## src/rtl/pupil_pkg.sv

```systemverilog
// Shared types and constants for the pupil-search scan controller.
package pupil_pkg;

  typedef enum logic [2:0] {
    StIdle,
    StWaitFrm,
    StScan,
    StDrain,
    StWaitDet,
    StDone
  } scan_state_e;

  localparam int unsigned IMG_W_DEF = 112;
  localparam int unsigned IMG_H_DEF = 112;
  localparam int unsigned PIX_W_DEF = 8;
  localparam int unsigned FRAME_PIX = IMG_W_DEF * IMG_H_DEF;
  localparam int unsigned LOC_W     = 9;

endpackage

```

## src/rtl/pix_skid_buf.sv

```systemverilog
// One-entry valid/ready skid stage: an output register backed by a single skid register.
module pix_skid_buf
  import pupil_pkg::*;
#(
  parameter int unsigned WIDTH = PIX_W_DEF + 1
) (
  input  logic             clk,
  input  logic             rst_n,
  input  logic             in_valid,
  input  logic [WIDTH-1:0] in_data,
  input  logic             out_ready,
  output logic             out_valid,
  output logic [WIDTH-1:0] out_data,
  output logic             skid_valid
);

  logic             out_valid_q;
  logic             skid_valid_q;
  logic [WIDTH-1:0] out_data_q;
  logic [WIDTH-1:0] skid_data_q;

  // The producer never presents data while both registers are full and stalled.
  always_ff @(posedge clk) begin
    if (!rst_n) begin
      out_valid_q  <= 1'b0;
      skid_valid_q <= 1'b0;
      out_data_q   <= '0;
      skid_data_q  <= '0;
    end else if (!out_valid_q || out_ready) begin
      if (skid_valid_q) begin
        out_valid_q  <= 1'b1;
        out_data_q   <= skid_data_q;
        skid_valid_q <= in_valid;
        if (in_valid) begin
          skid_data_q <= in_data;
        end
      end else begin
        out_valid_q <= in_valid;
        if (in_valid) begin
          out_data_q <= in_data;
        end
      end
    end else if (in_valid) begin
      skid_valid_q <= 1'b1;
      skid_data_q  <= in_data;
    end
  end

  assign out_valid  = out_valid_q;
  assign out_data   = out_data_q;
  assign skid_valid = skid_valid_q;

endmodule

```

## src/rtl/pupil_scan_ctrl.sv

```systemverilog
// Pupil-search pass sequencer: waits for a frame, streams it to the detector with
// backpressure, then captures the detector result and raises a completion interrupt.
module pupil_scan_ctrl
  import pupil_pkg::*;
#(
  parameter int unsigned IMG_W       = IMG_W_DEF,
  parameter int unsigned IMG_H       = IMG_H_DEF,
  parameter int unsigned ADDR_W      = 14,
  parameter int unsigned PIX_W       = PIX_W_DEF,
  parameter int unsigned TIMEOUT_CYC = 4096
) (
  input  logic              PCLK,
  input  logic              PRESERN,
  input  logic              start,
  input  logic              frame_ready,
  output logic              buf_rd_en,
  output logic [ADDR_W-1:0] buf_addr,
  input  logic [PIX_W-1:0]  buf_rdata,
  output logic              pix_valid,
  output logic [PIX_W-1:0]  pix_data,
  output logic              pix_last,
  input  logic              det_ready,
  input  logic              det_done,
  input  logic [LOC_W-1:0]  det_location,
  output logic [LOC_W-1:0]  pupil_location,
  output logic              busy,
  output logic              irq,
  output logic              err_overrun,
  output logic              err_timeout
);

  localparam int unsigned COL_W = $clog2(IMG_W);
  localparam int unsigned ROW_W = $clog2(IMG_H);
  localparam int unsigned TMR_W = $clog2(TIMEOUT_CYC);

  scan_state_e       state_q;
  logic [ADDR_W-1:0] addr_q;
  logic [COL_W-1:0]  col_q;
  logic [ROW_W-1:0]  row_q;
  logic [TMR_W-1:0]  tmr_q;
  logic [LOC_W-1:0]  loc_q;
  logic              rvalid_q;
  logic              rlast_q;
  logic              busy_q;
  logic              irq_q;
  logic              ovr_q;
  logic              tmo_q;

  logic              skid_valid;
  logic              pop;
  logic              frame_end;
  logic [1:0]        occ;
  logic [PIX_W:0]    out_word;

  assign pop       = pix_valid & det_ready;
  assign frame_end = (row_q == ROW_W'(IMG_H - 1)) && (col_q == COL_W'(IMG_W - 1));

  // Pixels held after this cycle, counting the read landing now; a new read is only
  // issued if it could still be parked should the detector stall next cycle.
  always_comb begin
    occ       = 2'(pix_valid) + 2'(skid_valid) + 2'(rvalid_q) - 2'(pop);
    buf_rd_en = (state_q == StScan) && (occ <= 2'd1);
  end

  always_ff @(posedge PCLK) begin
    if (!PRESERN) begin
      state_q  <= StIdle;
      addr_q   <= '0;
      col_q    <= '0;
      row_q    <= '0;
      tmr_q    <= '0;
      loc_q    <= '0;
      rvalid_q <= 1'b0;
      rlast_q  <= 1'b0;
      busy_q   <= 1'b0;
      irq_q    <= 1'b0;
      ovr_q    <= 1'b0;
      tmo_q    <= 1'b0;
    end else begin
      rvalid_q <= buf_rd_en;
      rlast_q  <= buf_rd_en & frame_end;
      irq_q    <= 1'b0;
      case (state_q)
        StIdle: begin
          if (start) begin
            state_q <= StWaitFrm;
            busy_q  <= 1'b1;
            ovr_q   <= 1'b0;
            tmo_q   <= 1'b0;
          end
        end
        StWaitFrm: begin
          if (frame_ready) begin
            state_q <= StScan;
            addr_q  <= '0;
            col_q   <= '0;
            row_q   <= '0;
          end
        end
        StScan: begin
          if (frame_ready) begin
            ovr_q <= 1'b1;
          end
          if (buf_rd_en) begin
            addr_q <= addr_q + ADDR_W'(1);
            if (col_q == COL_W'(IMG_W - 1)) begin
              col_q <= '0;
              row_q <= row_q + ROW_W'(1);
            end else begin
              col_q <= col_q + COL_W'(1);
            end
            if (frame_end) begin
              state_q <= StDrain;
            end
          end
        end
        StDrain: begin
          if (frame_ready) begin
            ovr_q <= 1'b1;
          end
          if (pop && pix_last) begin
            state_q <= StWaitDet;
            tmr_q   <= '0;
          end
        end
        StWaitDet: begin
          if (det_done) begin
            loc_q   <= det_location;
            state_q <= StDone;
            irq_q   <= 1'b1;
            busy_q  <= 1'b0;
          end else if (tmr_q == TMR_W'(TIMEOUT_CYC - 1)) begin
            tmo_q   <= 1'b1;
            state_q <= StDone;
            irq_q   <= 1'b1;
            busy_q  <= 1'b0;
          end else begin
            tmr_q <= tmr_q + TMR_W'(1);
          end
        end
        StDone: begin
          state_q <= StIdle;
        end
        default: begin
          state_q <= StIdle;
        end
      endcase
    end
  end

  pix_skid_buf #(
    .WIDTH (PIX_W + 1)
  ) u_skid (
    .clk        (PCLK),
    .rst_n      (PRESERN),
    .in_valid   (rvalid_q),
    .in_data    ({rlast_q, buf_rdata}),
    .out_ready  (det_ready),
    .out_valid  (pix_valid),
    .out_data   (out_word),
    .skid_valid (skid_valid)
  );

  assign pix_data       = out_word[PIX_W-1:0];
  assign pix_last       = pix_valid & out_word[PIX_W];
  assign buf_addr       = addr_q;
  assign pupil_location = loc_q;
  assign busy           = busy_q;
  assign irq            = irq_q;
  assign err_overrun    = ovr_q;
  assign err_timeout    = tmo_q;

endmodule
```

## config.mk

```make
export PLATFORM = sky130hd
export DESIGN_NAME = pupil_scan_ctrl
export DESIGN_NICKNAME = d
export VERILOG_FILES = /design/src/rtl/pupil_pkg.sv /design/src/rtl/pix_skid_buf.sv /design/src/rtl/pupil_scan_ctrl.sv
export SDC_FILE = /design/constraint.sdc
export NUM_CORES = 1
export LEC_CHECK = 0
export ABC_AREA = 1
export CORE_MARGIN = 1.5
export CORE_UTILIZATION = 35
export CTS_BUF_LIST = sky130_fd_sc_hd__clkbuf_16
export CTS_CLUSTER_SIZE = 20
export DETAILED_ROUTE_END_ITERATION = 8
export SLEW_MARGIN = 20
export SYNTH_ARGS = -nofsm -noshare
export SYNTH_HDL_FRONTEND = slang
export SYNTH_SLANG_ARGS = --single-unit
```

## constraint.sdc

```tcl
create_clock -name PCLK -period 4.9 [get_ports PCLK]
set_input_delay 0.98 -clock PCLK [delete_from_list [all_inputs] [get_ports PCLK]]
set_output_delay 0.98 -clock PCLK [all_outputs]
set_load 0.02 [all_outputs]
```

==> results of run 1 <==
==> state kept, by name, indices dropped and copies added (netlist names) <==
register / cells
buf_addr: 14
tmr_q: 12
pupil_location: 9
u_skid.out_data: 9
u_skid.skid_data_q: 9
col_q: 7
row_q: 7
state_q: 3
busy: 1
err_overrun: 1
err_timeout: 1
irq: 1
rlast_q: 1
rvalid_q: 1
u_skid.out_valid: 1
u_skid.skid_valid: 1
==> through the flow <==
step | power [mW] | util | hold WS, ns | worst slack, ns
floorplan | 1.32 | - | 0.450 | 1.70
global placement | 1.46 | 0.420 | 0.451 | 0.758
detailed placement | 1.47 | 0.420 | 0.455 | 0.735
CTS | 2.20 | 0.450 | 0.465 | 0.713
global route | 2.31 | 0.450 | 0.479 | 0.540
finish | 2.17 | 0.450 | 0.465 | 0.731
==> kinds of logic after synthesis <==
group	Yosys count
adder cells (fa/ha/maj)	6
buffers and inverters	82
AO/OA/AOI/OAI	88
AND/OR/NAND/NOR	316
XOR/XNOR	13
flip-flops	78
==> layout make-up <==
| cell class | count | area [um2] |
|---|---|---|
| fillers | 1112 | 5990 |
| multi-input cells | 423 | 1990 |
| well taps | 140 | 175 |
| inverters | 58 | 220 |
| flip-flops and latches | 78 | 1560 |
| repair buffers | 63 | 623 |
| clock buffers | 9 | 225 |
| clock inverters | 7 | 97.6 |
==> path summary, 6_finish.rpt <==
check | startpoint | end | slack, ns | cells past startpoint
worst max-delay path | det_ready | buf_rd_en | 0.73 | 12
worst min-delay path | pupil_location[1] | pupil_location[1] | 0.47 | 2
worst max register to register | u_skid.skid_valid | buf_addr[4] | 1.77 | 12
worst min register to register | pupil_location[1] | pupil_location[1] | 0.47 | 2
==> power by group <==
group | internal (mW) | switching [mW]
Combinational | 0.227 | 0.475
Sequential | 0.697 | 0.0533
Clock | 0.448 | 0.273
Total | 1.37 | 0.801
==> tightest hold or removal path: cells and delay by family, from the launching register on <==
family / cells / cell delay [ns]
simple gates: 1 / 0.06
flops: 1 / 0.31
compound gates: 1 / 0.05
==> layout by cell type, fill, tap and decap left out, types with 2 or more instances in the layout <==
cell	Yosys	final
sky130_fd_sc_hd__nand2_1	157	157
sky130_fd_sc_hd__nor2_1	95	94
sky130_fd_sc_hd__dfxtp_1	78	78
sky130_fd_sc_hd__clkdlybuf4s50_1	0	60
sky130_fd_sc_hd__inv_1	50	51
sky130_fd_sc_hd__a21oi_1	42	42
sky130_fd_sc_hd__nand3_1	40	40
sky130_fd_sc_hd__o21ai_0	29	29
sky130_fd_sc_hd__nand4_1	11	11
sky130_fd_sc_hd__xor2_1	11	11
sky130_fd_sc_hd__a31oi_1	9	9
sky130_fd_sc_hd__clkbuf_16	0	9
sky130_fd_sc_hd__ha_1	6	6
sky130_fd_sc_hd__inv_2	4	4
sky130_fd_sc_hd__o21ai_2	4	4
sky130_fd_sc_hd__clkinv_1	3	3
sky130_fd_sc_hd__nor3_1	3	3
sky130_fd_sc_hd__buf_4	9	3
sky130_fd_sc_hd__nand2_2	2	2
sky130_fd_sc_hd__nor2_4	2	2
sky130_fd_sc_hd__nand2_4	2	2
sky130_fd_sc_hd__o21ai_1	2	2
sky130_fd_sc_hd__xnor2_1	2	2
sky130_fd_sc_hd__bufinv_16	0	2
sky130_fd_sc_hd__clkinv_4	0	2
==> per-layer routing <==
metal | vias to the layer above | GRT usage | wire [um]
met1 | 1696 | 0.217 | 4550
met2 | 62 | 0.267 | 4170
met4 | 0 | 0.0705 | 171
met5 | - | 0 | 0
li1 | 1965 | - | -
met3 | 14 | 0.0287 | 306
==> impl_metrics.prom, run 1 <==
# TYPE chip_impl_metric gauge
chip_impl_metric{name="synth_xor_xnor_area_share",unit=""} 0.0290
chip_impl_metric{name="asyncSetResetFlopFracSynth",unit=""} 0
chip_impl_metric{name="placement_row_count",unit=""} 38
chip_impl_metric{name="synth.avg_cell_area",unit="um2"} 6.73
chip_impl_metric{name="worst_slew_pin_slew",unit="ns"} 0.633
chip_impl_metric{name="max-clock-path-buffers",unit=""} 2
chip_impl_metric{name="area_fraction_in_compound_gates_after_synthesis",unit=""} 0.120
chip_impl_info{name="most_frequent_cell_after_synthesis",value="sky130_fd_sc_hd__nand2_1"} 1
chip_impl_info{name="synth_area_leader_cell",value="sky130_fd_sc_hd__dfxtp_1"} 1
chip_impl_metric{name="cts_repair_resize_count",unit=""} 0
chip_impl_metric{name="skew",unit="ns"} 0.00977
chip_impl_metric{name="wl_per_cell",unit="um"} 11.8
chip_impl_metric{name="dr.pass1.iters",unit=""} 5
chip_impl_info{name="setup_repair_after_global_routing_missed_its_margin",value="false"} 1
chip_impl_metric{name="clock_latency",unit="ns"} 0.34
chip_impl_metric{name="route.final.wire_length",unit="um"} 9200
chip_impl_metric{name="postLayoutCellArea",unit="um2"} 4900
chip_impl_info{name="ys.flop_type",value="sky130_fd_sc_hd__dfxtp_1"} 1
chip_impl_metric{name="mappedNetlistArea",unit="um2"} 3930
chip_impl_info{name="ctsRootBufferMaster",value="sky130_fd_sc_hd__clkbuf_16"} 1
chip_impl_metric{name="yosys_cell_types",unit=""} 32
chip_impl_metric{name="total_leakage_power",unit="nW"} 1.86
chip_impl_metric{name="cts.sink_count",unit=""} 78
chip_impl_metric{name="io_pins",unit=""} 61
chip_impl_metric{name="placed_area",unit="um2"} 4570
chip_impl_metric{name="die_width",unit="um"} 109
chip_impl_metric{name="critPathMaxStageDelay",unit="ns"} 0.61
chip_impl_metric{name="arrival",unit="ns"} 3.19
chip_impl_info{name="critical_path.startpoint_type",value="input port"} 1
chip_impl_info{name="synth_top_cells_by_count",value="sky130_fd_sc_hd__nand2_1 (157), sky130_fd_sc_hd__nor2_1 (95), sky130_fd_sc_hd__dfxtp_1 (78)"} 1
chip_impl_metric{name="required",unit="ns"} 3.92
chip_impl_info{name="min-delay-path-class",value="reg2reg"} 1
chip_impl_info{name="critical_path.endpoint_type",value="primary output"} 1
chip_impl_metric{name="global_route_wire_length_before_repair",unit="um"} 15600
chip_impl_metric{name="ant_nets",unit=""} 0
chip_impl_metric{name="die_area",unit="um2"} 11900
chip_impl_metric{name="synthToLayoutAreaGrowth",unit="%"} 24.8
chip_impl_info{name="cp_top_family",value="buffers and inverters"} 1
chip_impl_metric{name="h-tree-depth",unit=""} 3
chip_impl_metric{name="timing_max_transition_violations_final",unit=""} 0
chip_impl_metric{name="power-per-cell-area",unit="nW/um2"} 444
chip_impl_metric{name="place.detailed.instances",unit=""} 762
chip_impl_metric{name="cts-buffers-inserted",unit=""} 9
chip_impl_metric{name="fin_crit_sh",unit=""} 0.851
chip_impl_metric{name="post-route-drc-count",unit=""} 0
chip_impl_metric{name="adder_cell_share_of_the_synthesized_area",unit=""} 0.0191
chip_impl_metric{name="slew-limit-headroom",unit=""} 0.578
chip_impl_metric{name="ys_warn_count",unit=""} 0
chip_impl_info{name="crit_slowest_cell",value="sky130_fd_sc_hd__clkdlybuf4s50_1"} 1
chip_impl_metric{name="yosysSeqAreaShare",unit=""} 0.398
chip_impl_info{name="run_status",value="completed"} 1
chip_impl_metric{name="setup_viol",unit=""} 0
chip_impl_metric{name="post-cts-setup-buffer-count",unit=""} 0
chip_impl_metric{name="setup_tns",unit="ns"} 0
chip_impl_metric{name="ys_seq_elements",unit=""} 78
chip_impl_info{name="synth_top_family_by_area",value="simple AND/OR/NAND/NOR gates"} 1
chip_impl_metric{name="max_cap_viol_count",unit=""} 0
chip_impl_metric{name="grt_remaining_overflow",unit=""} 0
chip_impl_metric{name="standard_cell_core_area",unit="um2"} 10900
chip_impl_metric{name="synth_nets",unit=""} 612
chip_impl_metric{name="report.final.hold_viol_count",unit=""} 0
chip_impl_metric{name="final_weighted_congestion_in_routability_driven_placement",unit=""} 0.849
chip_impl_metric{name="netlist_instances",unit=""} 583
chip_impl_info{name="synth.top_cells.by_area",value="sky130_fd_sc_hd__dfxtp_1 (40%), sky130_fd_sc_hd__nand2_1 (15%), sky130_fd_sc_hd__nor2_1 (9.1%)"} 1
chip_impl_metric{name="path_clk_slew",unit="ns"} 0.06
chip_impl_metric{name="drt_iter0_markers",unit=""} 212
chip_impl_metric{name="track_usage",unit=""} 0.166
chip_impl_metric{name="grt_max_degree",unit=""} 36
chip_impl_metric{name="synth_edf_count",unit=""} 0
chip_impl_metric{name="count_of_port_buffers_added_during_placement",unit=""} 60
chip_impl_info{name="tritoncts",value="built"} 1
chip_impl_metric{name="routed_via_density",unit=""} 4.80
chip_impl_metric{name="die_h",unit="um"} 109
chip_impl_metric{name="maximum_fanout_count_along_the_critical_path",unit=""} 3
chip_impl_metric{name="timing.critical_path.buf_inv",unit=""} 5
chip_impl_metric{name="clock.fmax",unit="MHz"} 240
chip_impl_metric{name="initial_antenna_violation_count",unit=""} 0
chip_impl_metric{name="start_util",unit=""} 0.360
chip_impl_metric{name="final_layout_size_suffix_gt1_frac",unit=""} 0.0564
chip_impl_metric{name="synth.top_cell.area_share",unit=""} 0.398
chip_impl_metric{name="simple_gate_area_share_of_the_yosys_netlist",unit=""} 0.339
chip_impl_metric{name="post_layout_nonfiller_instances",unit=""} 778
chip_impl_info{name="critical_path_cell_by_cell",value="clkdlybuf4s50_1, nand2_1, inv_1, ha_1, inv_1, ha_1, nand2_1, nand3_1, nand2_1, inv_1, nor2_1, clkdlybuf4s50_1"} 1
chip_impl_metric{name="design.final.nets",unit=""} 662
chip_impl_metric{name="max-vdd-ir-drop",unit="mV"} 0.233
chip_impl_metric{name="route.vias.total",unit=""} 3737
chip_impl_info{name="worstSetupPathType",value="in2out"} 1
chip_impl_metric{name="diodes",unit=""} 0
chip_impl_metric{name="muxShareOfSynthArea",unit=""} 0
chip_impl_metric{name="period_minus_slack",unit="ns"} 4.17
chip_impl_metric{name="hpwl",unit="um"} 6390
chip_impl_metric{name="cts-hold-fix-buffers",unit=""} 0
chip_impl_metric{name="first_global_vias",unit=""} 3387
(Power assumes the default switching activity.)
==> inputs of run 2 (changes only) <==
--- a/config.mk
+++ b/config.mk
@@ -11,6 +11,7 @@
 export CTS_BUF_LIST = sky130_fd_sc_hd__clkbuf_16
 export CTS_CLUSTER_SIZE = 20
 export DETAILED_ROUTE_END_ITERATION = 8
+export MAX_ROUTING_LAYER = met4
 export SLEW_MARGIN = 20
 export SYNTH_ARGS = -nofsm -noshare
 export SYNTH_HDL_FRONTEND = slang
==> impl_metrics.prom, run 2 (same netlist as run 1, synthesis figures left out) <==
# TYPE chip_impl_metric gauge
chip_impl_info{name="run_status",value="completed"} 1
chip_impl_metric{name="cts_repair_resize_count",unit=""} 0
chip_impl_metric{name="max-vdd-ir-drop",unit="mV"} 0.232
chip_impl_metric{name="h-tree-depth",unit=""} 3
chip_impl_metric{name="period_minus_slack",unit="ns"} 4.17
chip_impl_metric{name="global_route_wire_length_before_repair",unit="um"} 15600
chip_impl_metric{name="final_layout_size_suffix_gt1_frac",unit=""} 0.0564
chip_impl_metric{name="post_layout_nonfiller_instances",unit=""} 778
chip_impl_metric{name="cts-buffers-inserted",unit=""} 9
chip_impl_metric{name="io_pins",unit=""} 61
chip_impl_metric{name="final-seq-area",unit="um2"} 1560
chip_impl_metric{name="fin_crit_sh",unit=""} 0.851
chip_impl_metric{name="grt_max_degree",unit=""} 36
chip_impl_metric{name="fillCellCount",unit=""} 1112
chip_impl_info{name="final_cell_mix",value="sky130_fd_sc_hd__nand2_1 (157), sky130_fd_sc_hd__nor2_1 (94), sky130_fd_sc_hd__dfxtp_1 (78), sky130_fd_sc_hd__clkdlybuf4s50_1 (60), sky130_fd_sc_hd__inv_1 (51)"} 1
chip_impl_metric{name="hpwl",unit="um"} 6390
chip_impl_metric{name="design_power_total",unit="mW"} 2.17
chip_impl_metric{name="initial_antenna_violation_count",unit=""} 0
chip_impl_info{name="worstSetupPathType",value="in2out"} 1
chip_impl_info{name="worst_setup_path_startpoint",value="det_ready"} 1
chip_impl_metric{name="start_util",unit=""} 0.360
chip_impl_metric{name="skew",unit="ns"} 0.0133
chip_impl_metric{name="route.final.wire_length",unit="um"} 9170
chip_impl_metric{name="total_leakage_power",unit="nW"} 1.86
chip_impl_metric{name="synthToLayoutAreaGrowth",unit="%"} 24.8
chip_impl_metric{name="wl_per_cell",unit="um"} 11.8
chip_impl_metric{name="setup_tns",unit="ns"} 0
chip_impl_metric{name="dr.pass1.iters",unit=""} 5
chip_impl_metric{name="placement_row_count",unit=""} 38
chip_impl_metric{name="standard_cell_core_area",unit="um2"} 10900
chip_impl_metric{name="die_h",unit="um"} 109
chip_impl_info{name="final_common_cell",value="sky130_fd_sc_hd__nand2_1"} 1
chip_impl_info{name="tritoncts",value="built"} 1
chip_impl_metric{name="die_area",unit="um2"} 11900
chip_impl_info{name="setup_repair_after_global_routing_missed_its_margin",value="false"} 1
chip_impl_metric{name="number_of_flip_flops_in_the_largest_register",unit=""} 14
chip_impl_info{name="critical_path_cell_by_cell",value="clkdlybuf4s50_1, nand2_1, inv_1, ha_1, inv_1, ha_1, nand2_1, nand3_1, nand2_1, inv_1, nor2_1, clkdlybuf4s50_1"} 1
chip_impl_info{name="min-delay-start",value="pupil_location[1]"} 1
chip_impl_metric{name="timing.critical_path.buf_inv",unit=""} 5
chip_impl_info{name="cp_top_family",value="buffers and inverters"} 1
chip_impl_metric{name="routed_via_density",unit=""} 4.81
chip_impl_metric{name="arrival",unit="ns"} 3.19
chip_impl_metric{name="max-clock-path-buffers",unit=""} 2
chip_impl_info{name="critical_path.endpoint_type",value="primary output"} 1
chip_impl_info{name="ctsRootBufferMaster",value="sky130_fd_sc_hd__clkbuf_16"} 1
chip_impl_info{name="min-delay-path-class",value="reg2reg"} 1
chip_impl_metric{name="max_cap_viol_count",unit=""} 0
chip_impl_metric{name="multiInputGateArea",unit="um2"} 1990
chip_impl_metric{name="clock.fmax",unit="MHz"} 240
chip_impl_metric{name="ant_nets",unit=""} 0
chip_impl_metric{name="route.vias.total",unit=""} 3740
chip_impl_info{name="worstReg2RegStart",value="u_skid.skid_valid"} 1
chip_impl_metric{name="critPathMaxStageDelay",unit="ns"} 0.61
chip_impl_metric{name="worst_slew_pin_slew",unit="ns"} 0.653
chip_impl_metric{name="grt_remaining_overflow",unit=""} 0
chip_impl_metric{name="count_of_port_buffers_added_during_placement",unit=""} 60
chip_impl_info{name="critical_path.startpoint_type",value="input port"} 1
chip_impl_metric{name="final_weighted_congestion_in_routability_driven_placement",unit=""} 0.862
chip_impl_metric{name="clock_latency",unit="ns"} 0.34
chip_impl_metric{name="post-route-drc-count",unit=""} 0
chip_impl_metric{name="drt_iter0_markers",unit=""} 221
chip_impl_metric{name="first_global_vias",unit=""} 3386
chip_impl_metric{name="design.final.nets",unit=""} 662
chip_impl_metric{name="power-per-cell-area",unit="nW/um2"} 444
chip_impl_metric{name="track_usage",unit=""} 0.170
chip_impl_metric{name="path_clk_slew",unit="ns"} 0.06
chip_impl_metric{name="cts-hold-fix-buffers",unit=""} 0
chip_impl_metric{name="report.final.hold_viol_count",unit=""} 0
chip_impl_metric{name="die_width",unit="um"} 109
chip_impl_metric{name="place.detailed.instances",unit=""} 762
chip_impl_metric{name="diodes",unit=""} 0
chip_impl_info{name="crit_slowest_cell",value="sky130_fd_sc_hd__clkdlybuf4s50_1"} 1
chip_impl_metric{name="cts.sink_count",unit=""} 78
chip_impl_metric{name="timing_max_transition_violations_final",unit=""} 0
chip_impl_metric{name="post-cts-setup-buffer-count",unit=""} 0
chip_impl_metric{name="required",unit="ns"} 3.92
chip_impl_metric{name="maximum_fanout_count_along_the_critical_path",unit=""} 3
chip_impl_metric{name="setup_viol",unit=""} 0
chip_impl_metric{name="utilization",unit=""} 0.450
chip_impl_metric{name="slew-limit-headroom",unit=""} 0.564
-- run 2: area by class of cell --
class / count / share of cell area
Clock buffer: 9 / 0.0460
Clock inverter: 7 / 0.0199
Inverter: 58 / 0.0450
Multi-Input combinational cell: 423 / 0.407
Sequential cell: 78 / 0.319
Tap cell: 140 / 0.0358
Timing Repair Buffer: 63 / 0.127
-- run 2: path summary, 6_finish.rpt --
kind	to	slack (ns)	depth (start not counted)
min reg2reg	pupil_location[1]	0.47	2
min	pupil_location[1]	0.47	2
max reg2reg	buf_addr[4]	1.77	12
max	buf_rd_en	0.73	12
-- run 2: power by group --
group	leakage, nW	internal (mW)	switching [mW]
clock network	0.157	0.448	0.273
registers	0.631	0.697	0.0532
logic	1.08	0.227	0.475
-- run 2: through the flow --
stage	hold slack (ns)	setup WS [ns]	cell area, um2
6_report	0.465	0.729	4900
5_1_grt	0.479	0.543	4900
4_1_cts	0.465	0.713	4890
3_5_place_dp	0.455	0.735	4570
3_3_place_gp	0.451	0.758	4570
2_1_floorplan	0.450	1.70	3930
-- run 2: routing by layer --
| metal | global-route usage | vias up | part of all wire | wire length (um) |
|---|---|---|---|---|
| li1 | - | 1964 | - | - |
| met1 | 0.218 | 1707 | 0.50 | 4580 |
| met2 | 0.267 | 55 | 0.46 | 4180 |
| met3 | 0.0269 | 14 | 0.026 | 237 |
| met4 | 0.0705 | 0 | 0.019 | 170 |
| met5 | - | - | 0 | 0 |
-- run 2: tightest hold or removal path, cell delays in order, from the launching register on --
cell,delay [ns]
sky130_fd_sc_hd__dfxtp_1,0.31
sky130_fd_sc_hd__nand2_1,0.06
sky130_fd_sc_hd__a21oi_1,0.05
